$ cat config.mk
export PLATFORM = sky130hd
export DESIGN_NAME = rom_port_arbiter_flat
export DESIGN_NICKNAME = d
export VERILOG_FILES = /design/src/rtl/rom_port_arbiter_pkg.sv /design/src/rtl/rom_port_arbiter_if.sv /design/src/rtl/rom_port_arbiter_rr_arb2.sv /design/src/rtl/rom_port_arbiter.sv /design/src/flat_wrapper.sv
export SDC_FILE = /design/constraint.sdc
export NUM_CORES = 1
export LEC_CHECK = 0
export ABC_AREA = 1
export ABC_CLOCK_PERIOD_IN_PS = 2660
export BUFFER_PORTS_ARGS = -buffer_cell sky130_fd_sc_hd__clkbuf_2
export CORE_ASPECT_RATIO = 1.2
export CORE_MARGIN = 5
export CORE_UTILIZATION = 42
export CTS_BUF_LIST = sky130_fd_sc_hd__clkbuf_4
export CTS_CLUSTER_DIAMETER = 100
export CTS_CLUSTER_SIZE = 30
export DETAILED_ROUTE_END_ITERATION = 8
export PLACE_DENSITY = 0.83
export SLEW_MARGIN = 20
export SYNTH_ARGS = -nofsm -noshare
export SYNTH_HDL_FRONTEND = slang
export SYNTH_SLANG_ARGS = --single-unit
$ cat constraint.sdc
create_clock -name sys_clk -period 2.66 [get_ports sys_clk]
set_clock_uncertainty 0.15 [all_clocks]
set_input_delay 0.399 -clock sys_clk [delete_from_list [all_inputs] [get_ports sys_clk]]
set_output_delay 0.399 -clock sys_clk [all_outputs]
set_load 0.05 [all_outputs]
$ cat src/rtl/rom_port_arbiter_pkg.sv
// rtl/rom_port_arbiter_pkg.sv - shared constants and types for the instruction ROM port arbiter
package rom_port_arbiter_pkg;

    localparam int PORT_FETCH = 0;
    localparam int PORT_DBG   = 1;

    localparam int DEF_PC_W      = 30;
    localparam int DEF_ROM_DEPTH = 7;
    localparam int DEF_IDX_W     = 4;

    localparam logic ERR_NONE     = 1'b0;
    localparam logic ERR_BAD_ADDR = 1'b1;

    typedef logic [15:0] rom_word_t;

    // Word index as seen by the ROM itself: byte address halved, truncated to DEF_IDX_W.
    function automatic logic [DEF_IDX_W-1:0] rom_word_idx(input logic [DEF_PC_W-1:0] pc);
        return pc[DEF_IDX_W:1];
    endfunction

endpackage

$ cat src/rtl/rom_port_arbiter_if.sv
// rtl/rom_port_arbiter_if.sv - two-port request/response bundle between requesters and the ROM arbiter
interface rom_port_arbiter_if
    import rom_port_arbiter_pkg::*;
#(
    parameter int PC_W = DEF_PC_W
) ();

    logic [1:0]      req_valid;
    logic [PC_W-1:0] req_addr0;
    logic [PC_W-1:0] req_addr1;
    logic [1:0]      req_ready;
    logic [1:0]      rsp_valid;
    rom_word_t       rsp_data0;
    rom_word_t       rsp_data1;
    logic [1:0]      rsp_err;
    logic [1:0]      rsp_ready;

    modport master (
        output req_valid, req_addr0, req_addr1, rsp_ready,
        input  req_ready, rsp_valid, rsp_data0, rsp_data1, rsp_err
    );

    modport slave (
        input  req_valid, req_addr0, req_addr1, rsp_ready,
        output req_ready, rsp_valid, rsp_data0, rsp_data1, rsp_err
    );

endinterface

$ cat src/rtl/rom_port_arbiter_rr_arb2.sv
// rtl/rom_port_arbiter_rr_arb2.sv - two-way round-robin arbiter, one-hot grant, pointer flop inside
module rom_rr_arb2 (
    input  logic       sys_clk,
    input  logic       sys_rst_n,
    input  logic [1:0] elig,
    output logic [1:0] grant
);

    logic rr_ptr;

    always_comb begin
        grant = 2'b00;
        unique case (elig)
            2'b01:   grant = 2'b01;
            2'b10:   grant = 2'b10;
            2'b11:   grant = rr_ptr ? 2'b10 : 2'b01;
            default: grant = 2'b00;
        endcase
    end

    // The loser of this cycle gets priority on the next contended cycle.
    always_ff @(posedge sys_clk or negedge sys_rst_n) begin
        if (!sys_rst_n) begin
            rr_ptr <= 1'b0;
        end else if (grant[0]) begin
            rr_ptr <= 1'b1;
        end else if (grant[1]) begin
            rr_ptr <= 1'b0;
        end
    end

endmodule

$ cat src/rtl/rom_port_arbiter.sv
// rtl/rom_port_arbiter.sv - shares one combinational instruction ROM between fetch and debug ports
module rom_port_arbiter
    import rom_port_arbiter_pkg::*;
#(
    parameter int PC_W      = DEF_PC_W,
    parameter int ROM_DEPTH = DEF_ROM_DEPTH
) (
    input  logic            sys_clk,
    input  logic            sys_rst_n,
    rom_port_arbiter_if.slave bus,
    output logic [PC_W-1:0] rom_pc,
    input  rom_word_t       rom_data
);

    localparam logic [PC_W-2:0] DEPTH_IDX = (PC_W-1)'(ROM_DEPTH);

    logic [1:0] elig;
    logic [1:0] grant;
    logic       addr_err;
    rom_word_t  rsp_word;
    logic [1:0] rsp_valid_q;
    logic [1:0] rsp_err_q;
    rom_word_t  rsp_data0_q;
    rom_word_t  rsp_data1_q;

    // A port holding an unconsumed response cannot be granted again.
    always_comb begin
        elig = 2'b00;
        if (sys_rst_n) begin
            elig = bus.req_valid & (~rsp_valid_q | bus.rsp_ready);
        end
    end

    rom_rr_arb2 u_arb (
        .sys_clk   (sys_clk),
        .sys_rst_n (sys_rst_n),
        .elig      (elig),
        .grant     (grant)
    );

    assign bus.req_ready = grant;

    always_comb begin
        rom_pc = '0;
        if (grant[PORT_FETCH]) begin
            rom_pc = bus.req_addr0;
        end else if (grant[PORT_DBG]) begin
            rom_pc = bus.req_addr1;
        end
    end

    // Range check uses the full word index, not the truncated ROM index.
    always_comb begin
        addr_err = ERR_NONE;
        if (rom_pc[0] || (rom_pc[PC_W-1:1] >= DEPTH_IDX)) begin
            addr_err = ERR_BAD_ADDR;
        end
        rsp_word = (addr_err == ERR_BAD_ADDR) ? 16'h0000 : rom_data;
    end

    always_ff @(posedge sys_clk or negedge sys_rst_n) begin
        if (!sys_rst_n) begin
            rsp_valid_q <= 2'b00;
            rsp_err_q   <= 2'b00;
        end else begin
            for (int k = 0; k < 2; k++) begin
                if (grant[k]) begin
                    rsp_valid_q[k] <= 1'b1;
                    rsp_err_q[k]   <= addr_err;
                end else if (rsp_valid_q[k] && bus.rsp_ready[k]) begin
                    rsp_valid_q[k] <= 1'b0;
                end
            end
        end
    end

    always_ff @(posedge sys_clk or negedge sys_rst_n) begin
        if (!sys_rst_n) begin
            rsp_data0_q <= '0;
            rsp_data1_q <= '0;
        end else begin
            if (grant[PORT_FETCH]) begin
                rsp_data0_q <= rsp_word;
            end
            if (grant[PORT_DBG]) begin
                rsp_data1_q <= rsp_word;
            end
        end
    end

    assign bus.rsp_valid = rsp_valid_q;
    assign bus.rsp_err   = rsp_err_q;
    assign bus.rsp_data0 = rsp_data0_q;
    assign bus.rsp_data1 = rsp_data1_q;

endmodule
$ cat src/flat_wrapper.sv
// flat-port wrapper written by rule: the top's interface ports become plain ports
module rom_port_arbiter_flat import rom_port_arbiter_pkg::*;
#(
    parameter int PC_W      = DEF_PC_W,
    parameter int ROM_DEPTH = DEF_ROM_DEPTH
)
  (sys_clk, sys_rst_n, rom_pc, rom_data, bus_req_valid, bus_req_addr0, bus_req_addr1, bus_rsp_ready, bus_req_ready, bus_rsp_valid, bus_rsp_data0, bus_rsp_data1, bus_rsp_err);
  rom_port_arbiter_if #(.PC_W(PC_W)) bus_i ();
  input  logic sys_clk;
  input  logic sys_rst_n;
  output logic [PC_W-1:0] rom_pc;
  input  rom_word_t rom_data;
  input wire logic [$bits(bus_i.req_valid)-1:0] bus_req_valid;
  input wire logic [$bits(bus_i.req_addr0)-1:0] bus_req_addr0;
  input wire logic [$bits(bus_i.req_addr1)-1:0] bus_req_addr1;
  input wire logic [$bits(bus_i.rsp_ready)-1:0] bus_rsp_ready;
  output wire logic [$bits(bus_i.req_ready)-1:0] bus_req_ready;
  output wire logic [$bits(bus_i.rsp_valid)-1:0] bus_rsp_valid;
  output wire logic [$bits(bus_i.rsp_data0)-1:0] bus_rsp_data0;
  output wire logic [$bits(bus_i.rsp_data1)-1:0] bus_rsp_data1;
  output wire logic [$bits(bus_i.rsp_err)-1:0] bus_rsp_err;
  assign bus_i.req_valid = bus_req_valid;
  assign bus_i.req_addr0 = bus_req_addr0;
  assign bus_i.req_addr1 = bus_req_addr1;
  assign bus_i.rsp_ready = bus_rsp_ready;
  assign bus_req_ready = bus_i.req_ready;
  assign bus_rsp_valid = bus_i.rsp_valid;
  assign bus_rsp_data0 = bus_i.rsp_data0;
  assign bus_rsp_data1 = bus_i.rsp_data1;
  assign bus_rsp_err = bus_i.rsp_err;
  rom_port_arbiter #(.PC_W(PC_W), .ROM_DEPTH(ROM_DEPTH)) u_core (.sys_clk(sys_clk), .sys_rst_n(sys_rst_n), .bus(bus_i), .rom_pc(rom_pc), .rom_data(rom_data));
endmodule
-- Word-level counts from Yosys, hierarchy flattened
Cells that the tools add are included.
- bits of input ports: 82
- output and inout bits: 68
- register bits: 37
- logic and storage cells: 33
- bitwise logic cells: 3
- reduce and logical (&&, ||, !) cells: 6
- muxes and demuxes: 13
- $lt $le $gt $ge: 1
- eq/ne operators: 3
- operators with widths (cell ; number):
    $mux W30 ; 2
    $ge A29 B3 Y1 const B ; 1
    $mux W16 ; 1
    $mux W1 ; 7
    $pmux W2 S3 ; 1
    $reduce_bool A2 Y1 ; 3
    $eq A2 B2 Y1 const B ; 2
    $mux W2 ; 2
    $and A2 B2 Y2 ; 1
    $eq A2 B1 Y1 const B ; 1
    $logic_and A1 B1 Y1 ; 2
    $not A2 Y2 ; 1
    $or A2 B2 Y2 ; 1
    $logic_or A1 B1 Y1 ; 1

-- Depth between registers and ports, before layout
- depth in word-level cells: 12
- depth in mapped cells: 17
- gate-level depth less buffers: 15

-- Cells and area by module
From an unflattened synthesis, not the netlist that was laid out.
- cells, all modules: 298
- area total of the unflattened synthesis: 2042.0 µm²
- by module, submodules not included (module ; times used ; cells an instance ; seq. area each (µm²) ; area an instance (µm²)):
    rom_port_arbiter ; 1 ; 287 ; 900.9 ; 1978.1
    rom_rr_arb2 ; 1 ; 11 ; 25.0 ; 63.8

-- Worst setup path after synthesis
OpenSTA, ideal clock, no wires.
- kind: register to register
- start point: register u_core.rsp_valid_q[0], in the netlist u_core.bus.rsp_valid[0]
- end point: register u_core.rsp_data0_q[0], in the netlist u_core.bus.rsp_data0[0]
- required time: 2.444 ns
- setup time: 0.066 ns
- slack: 0.083 ns
- arrival: 2.361 ns
- cell stages (with the launch flop): 17
- clock period less this slack: 2.577 ns
- buffers on the path: 2
- path through: dfrtp_1 -> nand2_1 -> nand2_1 -> inv_2 -> nand2_4 -> inv_2 -> buf_2 -> nand2_1 -> nand2_1 -> nor2_1 -> nand2_1 -> nor2_1 -> nand2_1 -> nor2_4 -> buf_6 -> nand3_1 -> nand2_1
- longest elaborated chain between the ends: 12
- elaborated cells on any way between the ends: 14
- classes of those cells: order compare: 1; eq/ne: 3; mux: 6; bitwise: 3; reduce/logical: 1
- RTL lines (item ; line ; text):
    start: declaration ; rom_port_arbiter.sv:21 ; logic [1:0] rsp_valid_q;
    start signal: assignment ; rom_port_arbiter.sv:63 ; rsp_valid_q <= 2'b00;
    start signal: indexed assignment ; rom_port_arbiter.sv:68 ; rsp_valid_q[k] <= 1'b1;
    start signal: indexed assignment ; rom_port_arbiter.sv:71 ; rsp_valid_q[k] <= 1'b0;
    $not A2 Y2 (*) ; rom_port_arbiter.sv:30 ; elig = bus.req_valid & (~rsp_valid_q | bus.rsp_ready);
    $or A2 B2 Y2 (*) ; rom_port_arbiter.sv:30 ;
    $and A2 B2 Y2 (*) ; rom_port_arbiter.sv:30 ;
    $mux W2 (*) ; rom_port_arbiter.sv:29 ; if (sys_rst_n) begin
    $eq A2 B2 Y1 / $eq A2 B1 Y1 (equally long branches) ; rom_port_arbiter_rr_arb2.sv:13 ; unique case (elig)
    $pmux W2 S3 (*) ; rom_port_arbiter_rr_arb2.sv:13 ;
    $mux W30 ; rom_port_arbiter.sv:47 ; end else if (grant[PORT_DBG]) begin
    $mux W30 (*) ; rom_port_arbiter.sv:45 ; if (grant[PORT_FETCH]) begin
    named net rom_pc[14] ; flat_wrapper.sv:11 ; output logic [PC_W-1:0] rom_pc;
    $ge A29 B3 Y1 (*) ; rom_port_arbiter.sv:55 ; if (rom_pc[0] || (rom_pc[PC_W-1:1] >= DEPTH_IDX)) begin
    $logic_or A1 B1 Y1 (*) ; rom_port_arbiter.sv:55 ;
    $mux W1 (*) ; rom_port_arbiter.sv:55 ;
    $mux W16 (*) ; rom_port_arbiter.sv:58 ; rsp_word = (addr_err == ERR_BAD_ADDR) ? 16'h0000 : rom_data;
    end signal: assignment ; rom_port_arbiter.sv:83 ; rsp_data0_q <= rsp_word;
    end: declaration ; rom_port_arbiter.sv:23 ; rom_word_t rsp_data0_q;
Mark *: on every way through the listed nets, which the timed path passes. The rest lies on a longest branch.
A chain may end at the register's enable or synchronous reset.

-- Worst setup path after layout
- start point: register u_core.rsp_valid_q[0], in the netlist u_core.bus.rsp_valid[0]
- end point: output bus_req_ready[0]
- longest elaborated chain between the ends: 6
- elaborated cells on any way between the ends: 8
- classes of those cells: eq/ne: 3; mux: 2; bitwise: 3
- RTL lines (item ; line ; text):
    $not A2 Y2 (*) ; rom_port_arbiter.sv:30 ;
    $or A2 B2 Y2 (*) ; rom_port_arbiter.sv:30 ;
    $and A2 B2 Y2 (*) ; rom_port_arbiter.sv:30 ;
    $mux W2 (*) ; rom_port_arbiter.sv:29 ;
    $eq A2 B2 Y1 / $eq A2 B1 Y1 (equally long branches) ; rom_port_arbiter_rr_arb2.sv:13 ;
    $pmux W2 S3 (*) ; rom_port_arbiter_rr_arb2.sv:13 ;
    end: declaration ; flat_wrapper.sv:17 ; output wire logic [$bits(bus_i.req_ready)-1:0] bus_req_ready;
Every way passes the cells marked *; elsewhere a longest branch is shown, timed or not.

==> flow_metrics.py <==
metrics = {
    "worst_setup_path": {
        "slowest_delay_ns": 0.40,
        "startpoint": "u_core.bus.rsp_valid[0]",
        "cpLargestDelayFamily": "buffers and inverters",
        "r2r_start": "u_core.bus.rsp_valid[1]",
        "cp.depth": 7,
        "worst_setup_path_end_kind": "output port",
        "crit_chain": "nand2_1, nand2_1, inv_2, nand2_4, clkinv_2, buf_4, clkbuf_2",
        "required_ns": 2.11,
        "worstPathMaxFanout": 26,
        "reg2reg_depth": 14,
        "crit_type": "reg -> out",
        "worstPathArrival_ns": 1.94,
        "cp_slowest_cell": "dfrtp_1",
        "startpoint_type": "flop",
        "cp_num_buf_inv": 4,
        "cp_common_cell": "nand2_1",
    },
    "timing": {
        "setup-tns-final_ns": 0,
        "setup_ws_ns": 0.169,
        "tightestPinTransition_ns": 0.532,
        "period_minus_slack_ns": 2.49,
        "finalSetupViolCount": 0,
        "grt_setup_unrepaired": "false",
        "relSlewSlack_pct": 64.3,
        "fmax_ghz": 0.401,
        "period_share_pct": 93.7,
        "finalHoldViolCount": 0,
        "slew_viol_final": 0,
    },
    "power_and_ir_drop": {
        "leakage_nw": 1.99,
        "peakVddDrop_v": 0.000325,
        "power_density_nw_per_um2": 511,
        "total_power_mw": 1.66,
    },
    "die": {
        "core_area_sq_um": 4660,
        "dieArea_sq_um": 6350,
        "die_h_um": 86.3,
        "rows": 27,
        "die_w_um": 73.6,
        "initial_utilization_pct": 43.7,
        "io-pin-count": 150,
    },
    "cts": {
        "cts.clk_slew.worst_paths_ns": 0.12,
        "post_cts_buffers": 0,
        "cts_made_buffers": 5,
        "cts_tree": "done",
        "clkLatencyLatePin_ns": 0.34,
        "cts-htree-levels": 2,
        "clockBufferDepth": 2,
        "clockRootBuffer": "clkbuf_4",
        "cts.sinks": 37,
    },
    "layout": {
        "area_delta_synth_final_pct": 59.6,
        "drive_gt1_share_pct": 38.8,
        "layout_commonest_cell": "nand2_1",
        "n_antenna_cell": 0,
        "layout_common_cells": "nand2_1, clkbuf_2, dfrtp_1",
        "stdcell_area_sq_um": 3250,
        "fin_nets": 524,
    },
    "grt": {
        "grt_antenna_before_repair": 0,
        "grt_max_degree": 36,
        "grt_pass1_vias": 2396,
        "track_usage_pct": 22.7,
        "gr-total-overflow": 0,
        "grt_pass1_wl_um": 11200,
    },
    "yosys": {
        "ys_types": 18,
        "synth.top_cell.area_share_pct": 45.4,
        "syn_inst": 294,
        "syn-cell-area_sq_um": 2040,
        "syn_nets": 376,
        "synth_area_leaders": "dfrtp_1, nand2_1, nand3_1",
        "seq_area_frac_synth_pct": 45.4,
        "synth_seq_cells": 37,
        "ys_warn_count": 0,
        "yosysTopAreaCell": "dfrtp_1",
        "postSynthAreaPerCell_sq_um": 6.93,
    },
    "placed_design": {
        "dpl_worst_slack_ns": 0.286,
        "numPortBuffers": 149,
        "postPlaceCellArea_sq_um": 3190,
        "gp_congestion": 0.862,
        "place_hpwl_um": 5750,
    },
    "route": {
        "first_iter_violations": 99,
        "routedWlPerCell_um": 14.4,
        "drc": 0,
        "drtAntennaViolNets": 0,
        "finalWirelength_um": 7220,
        "via_per_inst": 4.87,
        "first_pass_iters": 5,
        "num_vias": 2440,
    },
    "min_path": {
        "min_from": "rom_data[8]",
        "whs_path_depth": 3,
        "hp-class": "in -> reg",
    },
    "run": {
        "max-cap-violations": 0,
    },
    "run_status": {
        "outcome": "complete, no violations",
    },
}
## registers in the layout, indices dropped and copies added (netlist names)
name / count
u_core.bus.rsp_data1: 16
u_core.bus.rsp_data0: 16
u_core.bus.rsp_err: 2
u_core.u_arb.rr_ptr: 1
u_core.bus.rsp_valid: 2
## cell type report
type / count / area (sq um)
multi-input cells: 230 / 952
flip-flops and latches: 37 / 926
clock buffers: 5 / 37.5
inverters: 12 / 46.3
repair buffers: 156 / 1200
fillers: 406 / 1410
clock inverters: 3 / 17.5
well taps: 58 / 72.6
## cells in the mapped netlist
cell type and number:
a21oi_1 1, a21oi_2 1, buf_2 5, buf_6 7
clkbuf_1 3, clkinv_1 2, dfrtp_1 37, inv_1 6
inv_2 4, nand2_1 166, nand2_2 1, nand2_4 1
nand3_1 35, nand3_4 1, nor2_1 19, nor2_4 1
o21a_1 1, o21ai_0 3
## tightest hold or removal path, cell delays in order
cell      delay (ns)
clkbuf_2        0.09
nand3_1         0.07
nand2_1         0.04
## per-layer routing
metal,GRT usage (%),vias to the layer above,part of all wire (%)
met5,0,-,0
met4,9.23,0,2.5
met3,9.16,17,14
met2,37.7,143,46
met1,25.6,1081,37
li1,-,1199,-
## worst paths after layout
check / end / slack, ns
worst max-delay path: bus_req_ready[0] / 0.17
worst min-delay path: u_core.bus.rsp_data1[8] / 0.13
worst max register to register: u_core.bus.rsp_data1[6] / 0.34
worst min register to register: u_core.bus.rsp_data0[1] / 0.34
max in group asynchronous: u_core.bus.rsp_data0[15] / 1.45
min in group asynchronous: u_core.u_arb.rr_ptr / 0.27
## repair_timing
action                                 in CTS  in global routing
setup endpoints to repair                   0                  1
endpoints found under the hold margin      23                  0
hold buffers                                1                  0
resized for setup                           0                  1
## power by group
group / switching [mW] / internal [mW] / total [mW] / leakage [nW]
logic: 0.489 / 0.284 / 0.772 / 1.46
registers: 0.0145 / 0.581 / 0.595 / 0.506
clock network: 0.194 / 0.0997 / 0.294 / 0.0310
total: 0.698 / 0.964 / 1.66 / 1.99
## metrics by stage
| step | hold WS [ns] | cells | utilization, % |
|---|---|---|---|
| 2_1_floorplan | -0.0466 | 294 | - |
| 3_3_place_gp | 0.0544 | 492 | 68.4 |
| 3_5_place_dp | 0.0574 | 492 | 68.4 |
| 4_1_cts | 0.111 | 501 | 69.8 |
| 5_1_grt | 0.123 | 501 | 69.8 |
| 6_report | 0.129 | 501 | 69.8 |
## cells by family after synthesis
logic type	Yosys count	share of synthesized area (%)
AO/OA/AOI/OAI	6	1.78
AND/OR/NAND/NOR	224	44.9
flip-flops	37	45.4
buffers and inverters	27	7.86
(Power assumes the default switching activity.)
